[config.mk]
export PLATFORM = sky130hd
export DESIGN_NAME = vga_sync_gen
export DESIGN_NICKNAME = d
export VERILOG_FILES = /design/src/rtl/vga_pkg.sv /design/src/rtl/vga_axis_counter.sv /design/src/rtl/vga_sync_gen.sv
export SDC_FILE = /design/constraint.sdc
export NUM_CORES = 1
export LEC_CHECK = 0
export ABC_AREA = 1
export CORE_ASPECT_RATIO = 1.5
export CORE_MARGIN = 5
export CORE_UTILIZATION = 47
export DETAILED_ROUTE_END_ITERATION = 12
export PLACE_DENSITY = 0.75
export SETUP_SLACK_MARGIN = 0.15
export SLEW_MARGIN = 15
export SYNTH_ARGS = -nofsm -noshare
export SYNTH_HDL_FRONTEND = slang
export SYNTH_SLANG_ARGS = --single-unit
[constraint.sdc]
create_clock -name clk -period 0.9 [get_ports clk]
set_input_delay 0.18 -clock clk [delete_from_list [all_inputs] [get_ports clk]]
set_output_delay 0.18 -clock clk [all_outputs]
set_load 0.03 [all_outputs]
[src/rtl/vga_pkg.sv]
// Shared 640x480@60 raster timing constants for the VGA display path and the
// sprite controllers that consume hCount/vCount/bright.
package vga_pkg;

    localparam int unsigned COUNT_W = 10;

    localparam int unsigned VGA_H_SYNC    = 96;
    localparam int unsigned VGA_H_BACK    = 48;
    localparam int unsigned VGA_H_VISIBLE = 640;
    localparam int unsigned VGA_H_FRONT   = 16;

    localparam int unsigned VGA_V_SYNC    = 2;
    localparam int unsigned VGA_V_BACK    = 33;
    localparam int unsigned VGA_V_VISIBLE = 480;
    localparam int unsigned VGA_V_FRONT   = 10;

    function automatic int unsigned axis_total(input int unsigned sync, input int unsigned back,
                                               input int unsigned visible,
                                               input int unsigned front);
        return sync + back + visible + front;
    endfunction

    localparam int unsigned H_TOTAL = axis_total(VGA_H_SYNC, VGA_H_BACK, VGA_H_VISIBLE,
                                                 VGA_H_FRONT);
    localparam int unsigned V_TOTAL = axis_total(VGA_V_SYNC, VGA_V_BACK, VGA_V_VISIBLE,
                                                 VGA_V_FRONT);

    // Top-left corner of the visible window, shared with the sprite controllers.
    localparam int unsigned H_ORIGIN = VGA_H_SYNC + VGA_H_BACK;
    localparam int unsigned V_ORIGIN = VGA_V_SYNC + VGA_V_BACK;

endpackage

[src/rtl/vga_axis_counter.sv]
// One raster axis: wrap counter with enable, registered active-low sync and a
// next-state active-window flag so the parent can register a combined bright.
module vga_axis_counter
    import vga_pkg::*;
#(
    parameter int unsigned TOTAL     = H_TOTAL,
    parameter int unsigned SYNC      = VGA_H_SYNC,
    parameter int unsigned ACT_START = H_ORIGIN,
    parameter int unsigned ACT_END   = H_ORIGIN + VGA_H_VISIBLE - 1
) (
    input  logic               i_clk,
    input  logic               i_rst_n,
    input  logic               i_en,
    output logic [COUNT_W-1:0] o_count,
    output logic               o_sync_n,
    output logic               o_active_nxt,
    output logic               o_wrap
);

    localparam logic [COUNT_W-1:0] L_LAST  = COUNT_W'(TOTAL - 1);
    localparam logic [COUNT_W-1:0] L_SYNC  = COUNT_W'(SYNC);
    localparam logic [COUNT_W-1:0] L_ACT_S = COUNT_W'(ACT_START);
    localparam logic [COUNT_W-1:0] L_ACT_E = COUNT_W'(ACT_END);

    logic [COUNT_W-1:0] r_count;
    logic [COUNT_W-1:0] w_count_nxt;
    logic               r_sync_n;
    logic               w_sync_n_nxt;
    logic               w_wrap;
    logic               w_active_nxt;

    // >= rather than == so a corrupted out-of-range count recovers on the next enable.
    always_comb begin
        w_wrap      = i_en && (r_count >= L_LAST);
        w_count_nxt = r_count;
        if (i_en) begin
            w_count_nxt = (r_count >= L_LAST) ? '0 : r_count + 1'b1;
        end
        w_sync_n_nxt = !(w_count_nxt < L_SYNC);
        w_active_nxt = (w_count_nxt >= L_ACT_S) && (w_count_nxt <= L_ACT_E);
    end

    always_ff @(posedge i_clk or negedge i_rst_n) begin
        if (!i_rst_n) begin
            r_count  <= '0;
            r_sync_n <= 1'b0;
        end else begin
            r_count  <= w_count_nxt;
            r_sync_n <= w_sync_n_nxt;
        end
    end

    assign o_count      = r_count;
    assign o_sync_n     = r_sync_n;
    assign o_active_nxt = w_active_nxt;
    assign o_wrap       = w_wrap;

endmodule

[src/rtl/vga_sync_gen.sv]
// VGA raster timing generator: pixel-rate divider, horizontal/vertical counters and
// registered sync, bright and line/frame strobes, all updating on the same clk edge.
module vga_sync_gen
    import vga_pkg::*;
#(
    parameter int unsigned CLK_DIV   = 4,
    parameter int unsigned H_SYNC    = VGA_H_SYNC,
    parameter int unsigned H_BACK    = VGA_H_BACK,
    parameter int unsigned H_VISIBLE = VGA_H_VISIBLE,
    parameter int unsigned H_FRONT   = VGA_H_FRONT,
    parameter int unsigned V_SYNC    = VGA_V_SYNC,
    parameter int unsigned V_BACK    = VGA_V_BACK,
    parameter int unsigned V_VISIBLE = VGA_V_VISIBLE,
    parameter int unsigned V_FRONT   = VGA_V_FRONT
) (
    input  logic               clk,
    input  logic               rst_n,
    output logic               pix_en,
    output logic [COUNT_W-1:0] hCount,
    output logic [COUNT_W-1:0] vCount,
    output logic               hSync,
    output logic               vSync,
    output logic               bright,
    output logic               line_tick,
    output logic               frame_tick
);

    localparam int unsigned      DIV_W      = (CLK_DIV > 2) ? $clog2(CLK_DIV) : 1;
    localparam logic [DIV_W-1:0] L_DIV_LAST = DIV_W'(CLK_DIV - 1);

    logic [1:0]       r_rst_sync;
    logic             w_rst_n;
    logic [DIV_W-1:0] r_div;
    logic             r_pix_en;
    logic             r_bright;
    logic             r_line_tick;
    logic             r_frame_tick;
    logic             w_h_wrap;
    logic             w_v_wrap;
    logic             w_h_act_nxt;
    logic             w_v_act_nxt;

    // Assert asynchronously, release two clocks after rst_n rises.
    always_ff @(posedge clk or negedge rst_n) begin
        if (!rst_n) begin
            r_rst_sync <= 2'b00;
        end else begin
            r_rst_sync <= {r_rst_sync[0], 1'b1};
        end
    end

    assign w_rst_n = r_rst_sync[1];

    always_ff @(posedge clk or negedge w_rst_n) begin
        if (!w_rst_n) begin
            r_div    <= '0;
            r_pix_en <= 1'b0;
        end else begin
            r_div    <= (r_div == L_DIV_LAST) ? '0 : r_div + 1'b1;
            r_pix_en <= (r_div == L_DIV_LAST);
        end
    end

    vga_axis_counter #(
        .TOTAL    (axis_total(H_SYNC, H_BACK, H_VISIBLE, H_FRONT)),
        .SYNC     (H_SYNC),
        .ACT_START(H_SYNC + H_BACK),
        .ACT_END  (H_SYNC + H_BACK + H_VISIBLE - 1)
    ) u_h_axis (
        .i_clk       (clk),
        .i_rst_n     (w_rst_n),
        .i_en        (r_pix_en),
        .o_count     (hCount),
        .o_sync_n    (hSync),
        .o_active_nxt(w_h_act_nxt),
        .o_wrap      (w_h_wrap)
    );

    vga_axis_counter #(
        .TOTAL    (axis_total(V_SYNC, V_BACK, V_VISIBLE, V_FRONT)),
        .SYNC     (V_SYNC),
        .ACT_START(V_SYNC + V_BACK),
        .ACT_END  (V_SYNC + V_BACK + V_VISIBLE - 1)
    ) u_v_axis (
        .i_clk       (clk),
        .i_rst_n     (w_rst_n),
        .i_en        (w_h_wrap),
        .o_count     (vCount),
        .o_sync_n    (vSync),
        .o_active_nxt(w_v_act_nxt),
        .o_wrap      (w_v_wrap)
    );

    always_ff @(posedge clk or negedge w_rst_n) begin
        if (!w_rst_n) begin
            r_bright     <= 1'b0;
            r_line_tick  <= 1'b0;
            r_frame_tick <= 1'b0;
        end else begin
            r_bright     <= w_h_act_nxt && w_v_act_nxt;
            r_line_tick  <= w_h_wrap;
            r_frame_tick <= w_v_wrap;
        end
    end

    assign pix_en     = r_pix_en;
    assign bright     = r_bright;
    assign line_tick  = r_line_tick;
    assign frame_tick = r_frame_tick;

endmodule

==> flow_metrics.py <==
metrics = {
    "power_and_ir_drop": {
        "powerDensity_nw_per_um2": 793,
        "power_w": 0.00248,
        "leakagePower_nw": 1.70,
        "ir_drop_mv": 1.07,
    },
    "logic_synthesis": {
        "synthMuxAreaShare_pct": 0,
        "syn_nets": 242,
        "synth.largest_area_cell": "dfrtp_1",
        "synth-simple-area-share_pct": 34.7,
        "netlist_area_sq_um": 1690,
        "syn_area_per_cell_sq_um": 7.17,
        "synth_cell_type_count": 26,
        "synth_compound_area_share_pct": 4.88,
        "synthCells": 236,
        "synth_warnings": 0,
        "synth_top_family_by_area": "simple AND/OR/NAND/NOR gates",
        "synth.area.top_cells": "dfrtp_1, nand2_1, inv_1",
        "synth_seq_cells": 30,
        "synth_xor_area_share_pct": 1.55,
        "yosysSeqAreaShare_pct": 44.3,
        "synth_fa_ha_area_share_pct": 2.96,
        "yosysTopAreaCellShare_pct": 44.3,
    },
    "timing": {
        "setup_ws_ns": -1.05,
        "min_period_ns": 1.95,
        "worst_hold_slack_ns": 0.0593,
        "max_freq_mhz": 513,
        "finalCritPeriodShare_pct": 217,
        "final_max_slew_viol_count": 0,
        "hold_viol": 0,
        "skew_ns": 0.00699,
        "rsz0062_at_grt": "yes",
        "setup_violations": 51,
    },
    "die": {
        "die_area_sq_um": 4930,
        "die_w_microns": 59,
        "io_pins": 28,
        "num_rows": 26,
        "core_sq_um": 3450,
        "die-height_microns": 83.5,
        "start_util_pct": 49.1,
    },
    "finish": {
        "seq_area_sq_um": 763,
        "multi_input_area_sq_um": 988,
        "drive_gt1_share_pct": 51.6,
        "syn_to_final_growth_pct": 84.9,
        "fillers": 145,
        "fin_cells": 393,
        "fin_area_sq_um": 3130,
        "nNetsFinal": 356,
        "diodes": 0,
    },
    "worst_setup_path": {
        "critPathMaxFanout": 4,
        "max_stage_delay_ns": 0.40,
        "required_ns": 1.11,
        "crit_arrival_ns": 2.16,
        "cp-end-kind": "register",
        "path_delay_family": "simple AND/OR/NAND/NOR gates",
        "start_kind": "register",
        "path_depth": 13,
        "cp_cell_sequence": "buf_4 > buf_6 > nand3_4 > nor3_4 > nand4_1 > buf_4 > a21oi_4 > nor2_2 > nand2_1 > nand2_1 > inv_1 > nand2_1 > nor2_1",
        "reg2reg_depth": 13,
        "critPathSlowestCell": "dfrtp_2",
        "worst_path_most_repeated_cell": "nand2_1",
        "worst-path-buf-inv": 4,
        "worstSetupPathType": "reg2reg",
    },
    "clock_tree": {
        "cts.clk_slew.worst_paths_ns": 0.06,
        "cts_buffer_depth": 2,
        "clock_latency_ns": 0.28,
        "cts_tree": "done",
        "clock-sinks": 30,
        "cts-root-buf": "clkbuf_8",
        "htreeDepth": 2,
        "cts_buffers": 5,
    },
    "route": {
        "drt_iter0_markers": 122,
        "viasPerCell": 5.20,
        "wl_per_cell_microns": 16.3,
        "drtPass1Iterations": 6,
        "drcViolationCount": 0,
        "wirelength_microns": 6420,
        "antenna_left": 0,
        "vias": 2045,
    },
    "placed_design": {
        "pre_cts_ws_ns": -0.923,
        "dp_hpwl_microns": 3480,
        "placed_area_sq_um": 2430,
        "io_buffers": 27,
        "place_congestion": 0.850,
        "dpl.cell_count": 361,
    },
    "run_status": {
        "status": "complete, but fails checks",
        "violations": "negative setup slack",
    },
    "run": {
        "max-cap-violations": 0,
    },
    "global_route": {
        "grtUsageTotal_pct": 22.3,
        "grt_pass1_vias": 1980,
        "antenna_found_initial": 0,
        "grt_start_max_net_pins": 29,
        "grt_pass1_wl_microns": 8510,
        "overflow": 0,
    },
    "hold_path": {
        "hold_path_class": "in2async",
    },
}
registers in the layout (all words and copies together) (netlist names):
signal and cells:
u_v_axis.o_count 10, u_h_axis.o_count 10, bright 1, pix_en 1, u_h_axis.o_sync_n 1, r_div 2
line_tick 1, frame_tick 1, r_rst_sync 2, u_v_axis.o_sync_n 1
layout make-up:
cell class | count | share of cell area [%]
inverter | 47 | 5.64
clock inverter | 1 | 0.160
multi-input combinational | 158 | 31.6
tap | 42 | 1.68
sequential | 30 | 24.4
clock buffer | 7 | 2.76
timing repair buffer | 108 | 33.8
stage by stage:
stage / utilization (%) / setup TNS, ns
final: 90.8 / -21.63
after global routing: 90.8 / -23.69
after CTS: 84.1 / -18.76
after detailed placement: 70.4 / -13.69
after global placement: 70.4 / -12.97
after floorplan: - / -12.38
logic make-up after synthesis:
family / after synthesis
AO/OA/AOI/OAI: 14
XOR/XNOR: 3
adder cells (fa/ha/maj): 4
buffers and inverters: 49
flip-flops: 30
other: 1
AND/OR/NAND/NOR: 135
metal layers:
| layer | share of wire (%) | global-route usage [%] | routed length (microns) | vias up |
|---|---|---|---|---|
| met2 | 56 | 40.9 | 3580 | 88 |
| met5 | 0 | 0 | 0 | - |
| met1 | 36 | 22.5 | 2290 | 983 |
| met4 | 3.6 | 11.3 | 232 | 0 |
| met3 | 4.8 | 4.33 | 311 | 22 |
| li1 | - | - | - | 952 |
cell usage in the layout, fill, tap and decap left out, drive strengths merged, types with 2 or more instances in the layout:
cell type / instances
xor2: 2
nand2: 75
clkbuf: 7
nand4: 6
a21oi: 4
nor2: 27
ha: 4
nor3: 2
o21ai: 8
inv: 45
buf: 107
dfrtp: 30
nand3: 25
clkinv: 3
worst paths after layout:
kind,start,endpoint,slack [ns]
setup / recovery,u_h_axis.o_count[1],bright,-1.05
hold / removal,rst_n,r_rst_sync[1],0.06
setup reg to reg,u_h_axis.o_count[1],bright,-1.05
hold reg to reg,r_rst_sync[1],r_div[0],0.20
max in group asynchronous,r_rst_sync[1],u_h_axis.o_count[4],0.52
min in group clk,r_rst_sync[0],r_rst_sync[1],0.37
what timing repair did:
item	4_1_cts	5_1_grt
setup buffers	13	10
hold buffers	0	0
resized for setup	74	44
gates cloned	1	0
pin swaps	9	17
setup endpoints to repair	53	53
cell usage after synthesis, drive strengths merged:
library cell	n
o21bai	1
nand3	24
xnor2	1
conb	1
a21oi	4
ha	4
xor2	2
o211ai	1
nor2	27
o21ai	8
dfrtp	30
nand3b	1
buf	2
nand2	75
inv	45
clkinv	2
nor3	2
nand4	6
power by group:
| group | leakage (nW) | total (W) | internal, W | switching, W |
|---|---|---|---|---|
| Combinational | 1.26 | 0.0000385 | 0.0000128 | 0.0000257 |
| Clock | 0.0482 | 0.00109 | 0.000615 | 0.000474 |
| Sequential | 0.386 | 0.00136 | 0.00135 | 0.00000258 |
| Total | 1.70 | 0.00248 | 0.00198 | 0.000502 |
Power figures use the tool's default switching activity.
==> variant 1: new RTL, same flow settings <==
Reset style: synchronous (`i_rst_n`, `rst_n` and `w_rst_n`), changed in 4 clocked blocks. Comments in the files are not updated.
--- a/src/rtl/vga_axis_counter.sv
+++ b/src/rtl/vga_axis_counter.sv
@@ -40,7 +40,7 @@
         w_active_nxt = (w_count_nxt >= L_ACT_S) && (w_count_nxt <= L_ACT_E);
     end
 
-    always_ff @(posedge i_clk or negedge i_rst_n) begin
+    always_ff @(posedge i_clk) begin
         if (!i_rst_n) begin
             r_count  <= '0;
             r_sync_n <= 1'b0;
--- a/src/rtl/vga_sync_gen.sv
+++ b/src/rtl/vga_sync_gen.sv
@@ -41,7 +41,7 @@
     logic             w_v_act_nxt;
 
     // Assert asynchronously, release two clocks after rst_n rises.
-    always_ff @(posedge clk or negedge rst_n) begin
+    always_ff @(posedge clk) begin
         if (!rst_n) begin
             r_rst_sync <= 2'b00;
         end else begin
@@ -51,7 +51,7 @@
 
     assign w_rst_n = r_rst_sync[1];
 
-    always_ff @(posedge clk or negedge w_rst_n) begin
+    always_ff @(posedge clk) begin
         if (!w_rst_n) begin
             r_div    <= '0;
             r_pix_en <= 1'b0;
@@ -91,7 +91,7 @@
         .o_wrap      (w_v_wrap)
     );
 
-    always_ff @(posedge clk or negedge w_rst_n) begin
+    always_ff @(posedge clk) begin
         if (!w_rst_n) begin
             r_bright     <= 1'b0;
             r_line_tick  <= 1'b0;
Behaviour: differs if rst_n is asserted again (counterexample within 10 cycles, from zero or initial values and one cycle with rst_n low); with rst_n held inactive, the same outputs for 10 cycles.
==> variant 1 against the unedited design <==
The flow still finishes with violations (negative setup slack); setup slack better by 0.048 ns; synthesized area up 1.1%; clock skew is 0.0023 ns higher; routed wire length grew 5.9%; non-clock buffer count shrank 7; sequential cell count did not move; via count is 4.7% higher; final area up 1.4%; power rose by 2.1%; critical path type unchanged; highest routed layer unchanged.
==> variant 1: results (changes against the unedited design) <==
seq_area_um2: 671  # -12%
syn-num-nets: 256  # +5.8%
placed_area_um2: 2480  # +2.4%
netlist-cell-type-count: 29  # +12%
swShare_pct: 23.2  # +3.0 points
gr-usage-met3_pct: 4.49  # +0.15 points
buffers: 101  # -6.5%
p_comb_w: 0.0000745  # +94%
grtUsageMet2_pct: 45.3  # +4.3 points
route.met2.wl_mm: 3.70  # +3.4%
drive_gt1_share_pct: 60.5  # +8.9 points
synth-compound-area-share_pct: 5.12  # +0.24 points
p_leak_nw: 1.43  # -16%
synth_fa_ha_area_share_pct: 2.92  # -0.032 points
status: "finished, violations left"
routabilityCongestion: 0.881  # +3.7%
violations: "negative setup slack"
vias: 2141  # +4.7%
track_usage_pct: 25.5  # +3.3 points
wirelength_met1_mm: 2.41  # +5.1%
syn_area_per_cell_um2: 6.85  # -4.6%
final_nets: 359  # +0.84%
grt_pass1_wl_mm: 9.75  # +15%
post-route-worst-setup-slack_ns: -1.00  # +0.0483 ns
setup_viol: 51  # unchanged
## variant 1: cell types whose count changed in the layout (fill, tap and decap cells not counted), moves of 8 or more
| cell | change |
|---|---|
| nand2_2 | +8 |
| dfxtp_4 | +14 |
| dfrtp_1 | -20 |
| nor2_1 | +10 |
| nand2_1 | -8 |
| dfxtp_2 | +14 |
| nor2_4 | +8 |
| dfrtp_2 | -10 |
## variant 1: repair_timing
| action | CTS | global route |
|---|---|---|
| endpoints found under the hold margin | 0 | 0 |
| setup buffers | 10 | 6 |
| pin swaps | 13 | 14 |
| resized for setup | 98 | 30 |
| endpoints found under the setup margin | 53 | 53 |
| gates cloned | 1 | 0 |
## variant 1: cells by family (layout without fill, tap and decap cells)
logic type / count (synthesis) / count (layout)
xor gates and xnor gates: 1 / 1
DFF: 30 / 30
adders and majority gates: 4 / 4
AOI/OAI and AO/OA: 14 / 14
buffers and inverters: 45 / 148
and+or+nand+nor: 156 / 157
## variant 1: path summary, 6_finish.rpt
check | from | end | slack, ns
setup reg to reg | u_v_axis.o_count[2]$_SDFF_PN0_ | bright$_SDFF_PN0_ | -1.00
hold reg to reg | r_rst_sync[0]$_DFF_P_ | r_rst_sync[1]$_SDFF_PN0_ | 0.40
setup / recovery | u_v_axis.o_count[2]$_SDFF_PN0_ | bright$_SDFF_PN0_ | -1.00
hold / removal | rst_n | r_rst_sync[0]$_DFF_P_ | 0.37
## variant 1: worst max-delay path: stages (launching register included)
cell     delay, ns
dfxtp_4       0.36
nand2_1       0.14
nor3_1        0.37
nand2_1       0.15
nand2_1       0.11
nand2_1       0.07
nand2_2       0.13
nand3_1       0.09
nor2_1        0.12
nand3_1       0.09
nand2_1       0.07
nor2_1        0.04
nor2_1        0.11
==> variant 2: new RTL, same settings <==
Without the edit above. `CLK_DIV`: 4 -> 2.
--- a/src/rtl/vga_sync_gen.sv
+++ b/src/rtl/vga_sync_gen.sv
@@ -3,7 +3,7 @@
 module vga_sync_gen
     import vga_pkg::*;
 #(
-    parameter int unsigned CLK_DIV   = 4,
+    parameter int unsigned CLK_DIV   = 2,
     parameter int unsigned H_SYNC    = VGA_H_SYNC,
     parameter int unsigned H_BACK    = VGA_H_BACK,
     parameter int unsigned H_VISIBLE = VGA_H_VISIBLE,
Function: changed (a bounded check fails within 10 cycles, from zero or initial values and one cycle with rst_n low).
==> variant 2 against the unedited design <==
The run still ends with negative setup slack left; die area shrank 4.4%; core utilization rose by 5.2 points; power up 1.6%; final area grew 2.8%; global-route usage up 6.8 points; cell count is 6.4% lower; setup slack worse by 0.16 ns; sequential cell count decreased by 1; combinational power increased by 5.5%; hold slack gained 0.0032 ns; synthesized area is 5.2% lower; routed wire length is 52% higher; critical path depth unchanged.
==> variant 2: results (changes against the unedited design) <==
p_leak_nw: 1.62  # -4.3%
routed_wl_mm: 9.74  # +52%
ff2ff_setup_slack_ns: -1.21  # -0.16 ns
synthTopCellsByArea: "dfrtp_1 (45%), nand2_1 (16%), inv_1 (8.9%), nand3_1 (5.6%), nor2_1 (4.4%)"
clock_latency_ns: 0.31  # +0.03 ns
dp.cells: 340  # -5.8%
setup_viol: 51  # unchanged
worstPathArrival_ns: 2.33  # +0.17 ns
clk_pin_slew_ns: 0.09  # +0.03 ns
vias_per_cell: 6.19  # +19%
cp_slowest_stage_delay_ns: 0.43  # +0.03 ns
hold-worst-slack_ns: 0.0625  # +0.00324 ns
ys_seq_area_share_pct: 45.2  # +0.86 points
route.met2.wl_mm: 5.05  # +41%
vdd_drop_max_uv: 984  # -8.0%
synth_common_cells: "nand2_1 (69), inv_1 (38), dfrtp_1 (29)"
status: "finished, violations left"
finalClockSkew_ns: 0.0195  # +0.0125 ns
drive_gt1_share_pct: 61.3  # +9.8 points
met1_usage_pct: 28.6  # +6.1 points
syn-num-nets: 220  # -9.1%
crit_start: "u_h_axis.o_count[0]$_DFF_PN0_"
drtIter0Drc: 229  # +88%
placed_area_um2: 2370  # -2.4%
grt_pass1_wl_mm: 10.0  # +18%
post-route-worst-setup-slack_ns: -1.21  # -0.158 ns
wl_met3_um: 895  # +190%
grt_pass1_vias: 2029  # +2.5%
wirelength_met1_mm: 3.10  # +35%
slowest_stage: "dfrtp_2"
violations: "negative setup slack"
track_usage_pct: 29.0  # +6.8 points
grt_max_degree: 28  # -3.4%
routabilityCongestion: 0.833  # -2.0%
avgRoutedWirePerCell_um: 26.5  # +62%
dp_hpwl_mm: 3.21  # -7.7%
[variant 2: cell count changes after synthesis, sizes merged, moves of 2 or more]
cell	unedited run	this run
nand2	75	72
inv	45	40
nand3	24	22
o21ai	8	5
nand4	6	4
nor2	27	24
[variant 2: per-stage QoR]
stage               util (%)  worst slack [ns]
floorplan                  -            -0.850
global placement        70.6            -0.852
detailed placement      70.6            -0.880
CTS                     85.9            -0.831
global route            96.0             -1.26
finish                  96.0             -1.21
[variant 2: timing repair]
item                                    4_1_cts  5_1_grt
resized for setup                            95       62
endpoints found under the setup margin       51       51
cloned                                        2        0
setup buffers                                 7       11
pin swaps                                    15       21
[variant 2: kinds of logic after synthesis]
logic type / count (synthesis) / synth area share (%)
AOI/OAI and AO/OA: 10 / 3.90
xor gates and xnor gates: 3 / 1.64
adders and majority gates: 3 / 2.34
buffers and inverters: 44 / 11.2
DFF: 29 / 45.2
other: 1 / 0.234
and+or+nand+nor: 125 / 35.5
[variant 2: area by class of cell]
cell class	instances	area [um2]
inverters	42	168
flip-flops and latches	29	738
clock inverters	3	17.5
well taps	42	52.6
fillers	79	134
clock buffers	5	68.8
multi-input cells	143	1070
repair buffers	104	1100
[variant 2: worst max-delay path by stage]
stage / slack (ns) / end
2_1_floorplan: -0.85 / bright$_DFF_PN0_
3_3_place_gp: -0.85 / u_v_axis.o_sync_n$_DFF_PN0_
3_5_place_dp: -0.88 / bright$_DFF_PN0_
4_1_cts: -0.83 / bright$_DFF_PN0_
5_1_grt: -1.26 / bright$_DFF_PN0_
6_report: -1.21 / bright$_DFF_PN0_
[variant 2: report_power, final]
| group | switching [W] | internal, W |
|---|---|---|
| Combinational | 0.0000278 | 0.0000128 |
| Sequential | 0.00000409 | 0.00131 |
| Clock | 0.000637 | 0.000535 |
